File: src/rtl/pdp11_bus_pkg.sv
// rtl/pdp11_bus_pkg.sv - shared state, op encoding and memory-map constants for the CPU RAM bus
package pdp11_bus_pkg;

    typedef enum logic [2:0] {
        ST_IDLE  = 3'd0,
        ST_CHECK = 3'd1,
        ST_WRITE = 3'd2,
        ST_READ  = 3'd3,
        ST_DONE  = 3'd4,
        ST_FAULT = 3'd5
    } bus_state_e;

    // Unibus-style cycle types; byte reads are plain DATI with the byte flag set
    typedef enum logic [1:0] {
        OP_DATI  = 2'd0,
        OP_DATO  = 2'd1,
        OP_DATOB = 2'd2
    } bus_op_e;

    localparam logic [15:0] MEM_TOP_DEFAULT = 16'o040000;
    localparam int unsigned WAIT_W          = 3;

    function automatic bus_op_e op_encode(input logic wr, input logic byte_acc);
        if (!wr)
            return OP_DATI;
        return byte_acc ? OP_DATOB : OP_DATO;
    endfunction

endpackage

File: src/rtl/ram_addr_check.sv
// rtl/ram_addr_check.sv - combinational odd-address and non-existent-memory decode
module ram_addr_check
    import pdp11_bus_pkg::*;
#(
    parameter logic [15:0] MEM_TOP = MEM_TOP_DEFAULT
) (
    input  logic [15:0] addr_i,
    input  logic        byte_i,
    output logic        odd_o,
    output logic        nxm_o
);

    // Byte accesses may use either lane; only word accesses must be even
    assign odd_o = addr_i[0] & ~byte_i;
    assign nxm_o = (addr_i >= MEM_TOP);

endmodule

File: src/rtl/ram_bus_ctl.sv
// rtl/ram_bus_ctl.sv - CPU-side request/ack controller driving the byte-capable RAM strobes
module ram_bus_ctl
    import pdp11_bus_pkg::*;
#(
    parameter logic [15:0] MEM_TOP   = MEM_TOP_DEFAULT,
    parameter int unsigned READ_WAIT = 1
) (
    input  logic        CLK,
    input  logic        RESET,
    input  logic        bus_req,
    input  logic        bus_wr,
    input  logic        bus_byte,
    input  logic [15:0] bus_addr,
    input  logic [15:0] bus_wdata,
    output logic        bus_ack,
    output logic        bus_err,
    output logic [15:0] bus_rdata,
    output logic [15:0] err_addr,
    output logic        err_odd,
    output logic [15:0] ram_a,
    output logic [15:0] ram_di,
    input  logic [15:0] ram_do,
    output logic        ram_ce_n,
    output logic        ram_we_n,
    output logic        ram_byte_op
);

    localparam logic [WAIT_W-1:0] WAIT_LAST = WAIT_W'(READ_WAIT - 1);

    bus_state_e        state_q, state_d;
    bus_op_e           op_q, op_d;
    logic [WAIT_W-1:0] wait_q, wait_d;
    logic [15:0]       ram_a_q, ram_a_d;
    logic [15:0]       ram_di_q, ram_di_d;
    logic              byte_q, byte_d;
    logic [15:0]       rdata_q, rdata_d;
    logic [15:0]       err_addr_q, err_addr_d;
    logic              err_odd_q, err_odd_d;
    logic              addr_odd, addr_nxm;

    // Decode runs on the registered request so the check sees stable fields
    ram_addr_check #(.MEM_TOP(MEM_TOP)) u_check (
        .addr_i (ram_a_q),
        .byte_i (byte_q),
        .odd_o  (addr_odd),
        .nxm_o  (addr_nxm)
    );

    // Next-state and strobe decode; strobes only ever leave inactive in WRITE/READ
    always_comb begin
        state_d    = state_q;
        op_d       = op_q;
        wait_d     = wait_q;
        ram_a_d    = ram_a_q;
        ram_di_d   = ram_di_q;
        byte_d     = byte_q;
        rdata_d    = rdata_q;
        err_addr_d = err_addr_q;
        err_odd_d  = err_odd_q;
        bus_ack    = 1'b0;
        bus_err    = 1'b0;
        ram_ce_n   = 1'b1;
        ram_we_n   = 1'b1;
        case (state_q)
            ST_IDLE: begin
                if (bus_req) begin
                    ram_a_d  = bus_addr;
                    // Byte data goes to both lanes; the RAM picks the lane from ram_a[0]
                    ram_di_d = bus_byte ? {bus_wdata[7:0], bus_wdata[7:0]} : bus_wdata;
                    byte_d   = bus_byte;
                    op_d     = op_encode(bus_wr, bus_byte);
                    state_d  = ST_CHECK;
                end
            end
            ST_CHECK: begin
                wait_d = '0;
                if (addr_odd) begin
                    err_odd_d = 1'b1;
                    state_d   = ST_FAULT;
                end else if (addr_nxm) begin
                    err_odd_d = 1'b0;
                    state_d   = ST_FAULT;
                end else if (op_q == OP_DATI) begin
                    state_d = ST_READ;
                end else begin
                    state_d = ST_WRITE;
                end
            end
            ST_WRITE: begin
                ram_ce_n = 1'b0;
                ram_we_n = 1'b0;
                state_d  = ST_DONE;
            end
            ST_READ: begin
                ram_ce_n = 1'b0;
                if (wait_q == WAIT_LAST) begin
                    rdata_d = ram_do;
                    state_d = ST_DONE;
                end else begin
                    wait_d = wait_q + 1'b1;
                end
            end
            ST_DONE: begin
                bus_ack = 1'b1;
                state_d = ST_IDLE;
            end
            ST_FAULT: begin
                bus_err    = 1'b1;
                err_addr_d = ram_a_q;
                state_d    = ST_IDLE;
            end
            default: state_d = ST_IDLE;
        endcase
    end

    // State and request registers; reset abandons any transfer in flight
    always_ff @(posedge CLK) begin
        if (RESET) begin
            state_q    <= ST_IDLE;
            op_q       <= OP_DATI;
            wait_q     <= '0;
            ram_a_q    <= '0;
            ram_di_q   <= '0;
            byte_q     <= 1'b0;
            rdata_q    <= '0;
            err_addr_q <= '0;
            err_odd_q  <= 1'b0;
        end else begin
            state_q    <= state_d;
            op_q       <= op_d;
            wait_q     <= wait_d;
            ram_a_q    <= ram_a_d;
            ram_di_q   <= ram_di_d;
            byte_q     <= byte_d;
            rdata_q    <= rdata_d;
            err_addr_q <= err_addr_d;
            err_odd_q  <= err_odd_d;
        end
    end

    assign ram_a       = ram_a_q;
    assign ram_di      = ram_di_q;
    assign ram_byte_op = byte_q;
    assign bus_rdata   = rdata_q;
    assign err_addr    = err_addr_q;
    assign err_odd     = err_odd_q;

endmodule

File: config.mk
export PLATFORM = sky130hd
export DESIGN_NAME = ram_bus_ctl
export DESIGN_NICKNAME = d
export VERILOG_FILES = /design/src/rtl/pdp11_bus_pkg.sv /design/src/rtl/ram_addr_check.sv /design/src/rtl/ram_bus_ctl.sv
export SDC_FILE = /design/constraint.sdc
export NUM_CORES = 1
export LEC_CHECK = 0
export ABC_CLOCK_PERIOD_IN_PS = 4260
export BUFFER_PORTS_ARGS = -buffer_cell sky130_fd_sc_hd__buf_2
export CAP_MARGIN = 20
export CORE_MARGIN = 4
export CORE_UTILIZATION = 51
export CTS_BUF_LIST = sky130_fd_sc_hd__clkbuf_16
export DETAILED_ROUTE_END_ITERATION = 10
export PLACE_DENSITY_LB_ADDON = 0.1
export SLEW_MARGIN = 20
export SYNTH_ARGS = -nofsm -noshare
export SYNTH_HDL_FRONTEND = slang
export SYNTH_SLANG_ARGS = --single-unit
export TNS_END_PERCENT = 50
File: constraint.sdc
create_clock -name CLK -period 4.26 [get_ports CLK]
set_input_delay 0.213 -clock CLK [delete_from_list [all_inputs] [get_ports CLK]]
set_output_delay 0.213 -clock CLK [all_outputs]
set_load 0.02 [all_outputs]
Word-level counts from Yosys, hierarchy flattened
Cells that the tools add are included.
Widths: inputs -> output; s select.
{"block": "word_totals", "register_bits": 74, "out_inout_bits": 70, "elab_cells": 53, "inputBits": 53}
{"block": "op_classes", "magnitude_cmp": 1, "n_addsub": 1, "reduce_logical": 11, "bitwise": 2, "eq_ne": 8, "n_mux": 21}
{"op": "$ge 16x15->1 const B", "count": 1}
{"op": "$mux 16", "count": 1}
{"op": "$mux 3", "count": 5}
{"op": "$pmux 3 s4", "count": 1}
{"op": "$mux 1", "count": 10}
{"op": "$reduce_and 2->1", "count": 5}
{"op": "$eq 3x2->1 const B", "count": 2}
{"op": "$eq 3x3->1 const B", "count": 2}
{"op": "$logic_not 3->1", "count": 2}
{"op": "$mux 2", "count": 3}
{"op": "$ne 2x2->1 const B", "count": 3}
{"op": "$pmux 3 s2", "count": 1}
{"op": "$reduce_bool 2->1", "count": 2}
{"op": "$add 3x1->3 const B", "count": 1}
{"op": "$eq 3x1->1 const B", "count": 1}
{"op": "$logic_not 2->1", "count": 1}
{"op": "$reduce_or 2->1", "count": 1}
{"op": "$and 1x1->1", "count": 1}
{"op": "$not 1->1", "count": 1}

Depth between registers and ports, before layout
{"block": "depth", "word_depth": 5, "ltp_mapped": 6, "ltp_nobuf": 5}

By module
Synthesis repeated with hierarchy kept, for this count alone.
{"block": "hier_totals", "cells_unflattened": 348, "hier_area_um2": 3034.2}
{"mod": "ram_bus_ctl", "cells_each": 346, "area_each_um2": 3021.6, "seq_area_each_um2": 1481.4, "instances": 1}
{"mod": "ram_addr_check", "cells_each": 2, "area_each_um2": 12.5, "seq_area_each_um2": 0.0, "instances": 1}

Worst setup path before layout
OpenSTA, ideal clock, no wires.
{"block": "synth_timing", "path_kind": "flip-flop to flip-flop", "startpoint": "reg state_q[0]", "endpoint": "reg ram_a_q[0] (netlist: ram_a[0])", "path_slack_ns": 2.816, "n_path_buf": 3, "period_less_slack_ns": 1.444, "t_arrival_ns": 1.312, "stages_incl_launch_ff": 7, "setup_time_ns": 0.132, "required_ns": 4.128, "path_cell_list": "dfxtp_1 > buf_6 > or4b_4 > buf_6 > buf_6 > nand2_1 > a21oi_1"}
{"block": "synth_between", "elab_chain_len": 2}
{"element": "from (decl)", "line": "ram_bus_ctl.sv:30", "rtl": "bus_state_e state_q, state_d;"}
{"element": "from (signal assigned)", "line": "ram_bus_ctl.sv:129", "rtl": "state_q <= state_d;"}
{"element": "$logic_not 3->1", "line": "ram_bus_ctl.sv:64", "rtl": "case (state_q)"}
{"element": "$reduce_and 2->1 (no line)"}
{"element": "to (signal assigned)", "line": "ram_bus_ctl.sv:132", "rtl": "ram_a_q <= ram_a_d;"}
{"element": "to (decl)", "line": "ram_bus_ctl.sv:33", "rtl": "logic [15:0] ram_a_q, ram_a_d;"}
Every way passes these cells.
A chain may end at the register's enable or synchronous reset.

Worst setup path in the final report
{"block": "layout_timing", "startpoint": "reg state_q[1]", "endpoint": "out bus_err"}
{"block": "layout_between", "elab_chain_len": 2}
{"element": "$eq 3x3->1", "line": "ram_bus_ctl.sv:64"}
{"element": "$mux 1", "line": "ram_bus_ctl.sv:64"}
{"element": "to (decl)", "line": "ram_bus_ctl.sv:16", "rtl": "output logic bus_err,"}
Every way passes these cells.

==> run_results.csv <==
group,metric,value,unit
status,status,"complete, no violations",
cts,cts_tree,"yes",
finish,layout_commonest_cell,"buf_2",
floorplanning,die_area,0.00726,sq mm
critical_path,startpoint_type,"flop",
global_routing,track_usage,0.203,
logic_synthesis,netlist.top_cell.by_area,"dfxtp_1",
cts,ctsHoldBuffers,0,
logic_synthesis,synthMuxAreaShare,0.0791,
critical_path,cpPeakStageDelay,740,ps
cts,cts_buffers,9,
logic_synthesis,netlist_area,0.00304,sq mm
finish,layout_common_cells,"buf_2, nand2_1, dfxtp_1, a21oi_1, nand2b_1",
drt,wl_per_cell,13.3,um
sta,relSlewSlack,0.346,
critical_path,cp_top_family,"buffers and inverters",
placement,placed_cell_area,0.00360,sq mm
finish,area_growth,29.1,%
logic_synthesis,yosys.area_share.simple,0.253,
cts,cts_buffer_depth,2,
power,p_int,1.35,mW
finish,fillCellCount,488,
sta,worst_slew_pin_slew,978,ps
critical_path,cp_max_fo,19,
finish,finalNetCount,511,
logic_synthesis,synth_cell_types,32,
critical_path,cp-end-kind,"output port",
sta,fin_crit,2770,ps
drt,ant_nets,0,
logic_synthesis,synth_compound_area_frac,0.118,
global_routing,grt_max_degree,49,
critical_path,reg2regPathDepth,4,
logic_synthesis,synth_warnings,0,
power,ir_worst_vdd,344,uV
logic_synthesis,syn_inst,346,
critical_path,reg2reg_from,"state_q[1]",
power,swShare,0.265,
sta,hold_slack,121,ps
drt,drc,0,
power,power_frac_seq,0.421,
sta,finalClockSkew,5.38,ps
critical_path,regToRegSetupSlack,1930,ps
critical_path,critPathBufInv,2,
placement,dp_hpwl,4970,um
power,power.switching,487,uW
critical_path,critical_path.cell_chain,"nand3b_1, clkinv_1, buf_2",
logic_synthesis,synth_fa_ha_area_frac,0.00824,
critical_path,worstSetupPathType,"reg -> out",
run,maxCapViolations,0,
logic_synthesis,synth_top_family_by_area,"simple AND/OR/NAND/NOR gates",
cts,clock_sink_count,74,
cts,cts_resized,0,
power,powerDensity,468,mW/mm^2
power,leakagePower,1.73,nW
global_routing,antenna_found_initial,0,
floorplanning,start_util,0.538,
critical_path,cpMaxStageDelayCell,"dfxtp_1",
sta,tns,0,ps
drt,vias_per_cell,5.07,
critical_path,worstPathArrival,2560,ps
global_routing,grt_pass1_wl,11800,um
power,finalPower,1.84,mW
finish,stdcell_area,0.00392,sq mm
logic_synthesis,synth_top_area_frac,0.488,
placement,port_buffers,122,
sta,max_freq,361,MHz
global_routing,grt-ovfl-total,0,
cts,clock_latency,330,ps
floorplanning,fp-row-count,27,
cts,clk_pin_slew,60,ps
drt,drt_iter0_drc,102,
cts,clockRootBuffer,"clkbuf_16",
floorplanning,coreArea,0.00564,sq mm
critical_path,crit_cells,3,
critical_path,crit_required,4050,ps
logic_synthesis,synthesis.nets,401,
critical_path,reg2reg_to,"err_addr[6]",
floorplanning,die_h,85.2,um
sta,period_share,0.650,
sta,grt_setup_unrepaired,"false",
drt,first_pass_iters,4,
drt,wirelength,7110,um
logic_synthesis,synthTopCellsByArea,"dfxtp_1, nand2_1, mux2i_1",
sta,slew_viol_final,0,
logic_synthesis,seq_area_frac_synth,0.488,
drt,route.vias.total,2701,
critical_path,worstSetupStartpoint,"state_q[1]",
logic_synthesis,synthXorXnorAreaFrac,0,
finish,drive_gt1_frac,0.310,
min_path,hold_path.class,"in -> reg",
cts,cts_max_level,3,
floorplanning,io_pins,123,
sta,setup_slack,1490,ps
power,clockPowerShare,0.431,
logic_synthesis,avgSynthCellArea,8.78,sq um
placement,place_ws,1830,ps
floorplanning,die_width,85.2,um
sta,setup_viol_count_final,0,
logic_synthesis,ys_ff_latch,74,
placement,place_congestion,0.793,
sta,final-hold-violation-count,0,
critical_path,crit_path_end,"bus_err",
power,power_frac_comb,0.148,
finish,antenna_cells,0,
global_routing,grt_pass1_vias,2527,
cts,cts_setup_buffers,0,
## cells by family (layout without fill, tap and decap cells)
| family | Yosys count | count (layout) |
|---|---|---|
| AO/OA/AOI/OAI | 63 | 63 |
| adder cells (fa/ha/maj) | 2 | 2 |
| buffers and inverters | 29 | 144 |
| flip-flops | 74 | 74 |
| multiplexers | 24 | 24 |
| AND/OR/NAND/NOR | 154 | 154 |
## power groups by stage
stage                     sequential, mW  clock [mW]  combinational, mW
after CTS                          0.772       0.807              0.275
final                              0.772       0.791              0.272
after global routing               0.778       0.846              0.302
after floorplan                    0.820           0              0.162
after detailed placement           0.786           0              0.274
after global placement             0.784           0              0.271
## worst min path at each step
| stage | to | slack, ps | start | cells after the start |
|---|---|---|---|---|
| after CTS | ram_a[8] | 110 | bus_addr[8] | 3 |
| final | ram_a[8] | 120 | bus_addr[8] | 3 |
| after floorplan | ram_a[0] | 350 | bus_addr[0] | 2 |
| after detailed placement | ram_di[6] | 440 | ram_di[6] | 2 |
| after global placement | ram_di[2] | 440 | ram_di[2] | 2 |
| after global routing | ram_a[6] | 120 | bus_addr[6] | 3 |
## stage by stage
step,cells,util
4_1_cts,533,0.695
3_5_place_dp,517,0.639
3_3_place_gp,517,0.639
5_1_grt,533,0.695
6_report,533,0.695
2_1_floorplan,346,-
## layer usage
layer  up-vias  share of wire  track usage
li1       1381              -            -
met1      1228           0.43        0.245
met2        86           0.47        0.333
met3         6          0.089       0.0922
met4         0         0.0076       0.0432
met5         -              0            0
## worst min-delay path, delay by kind of cell
kind | cells | cell delay [ps]
buffers and inverters | 1 | 90
AO/OA/AOI/OAI | 1 | 50
AND/OR/NAND/NOR | 1 | 40
## final cells by class
cell class,instances,area [sq um],share of cell area
sequential,74,1480,0.378
multi-input combinational,243,1390,0.355
timing repair buffer,124,626,0.159
clock buffer,9,225,0.0574
clock inverter,7,93.8,0.0239
tap,72,90.1,0.0230
inverter,4,15.0,0.00383
## synthesized netlist by cell type
master and count:
nand2_1 87, dfxtp_1 74, a21oi_1 44, nand2b_1 37, mux2i_1 24, a211oi_1 11
clkbuf_1 11, nor2_1 9, buf_2 6, buf_6 6, nor2b_1 4, inv_1 3
nand3_1 3, nand3b_1 3, o21ai_0 3, a31oi_1 2, ha_1 2, nand4_1 2
nor3_1 2, a211o_1 1, buf_1 1, buf_4 1, clkinv_1 1, nand2b_4 1
nand4b_1 1, nor3_4 1, nor3b_1 1, nor4b_4 1, o2111ai_1 1, o211a_1 1
or4_1 1, or4b_4 1
## sequential cells by signal, summed over array words and instances, names as in the netlist, 2 cells and up
signal / flops
wait_q: 3
bus_rdata: 16
ram_a: 16
ram_di: 16
state_q: 3
op_q: 2
err_addr: 16
Power figures use the tool's default switching activity.
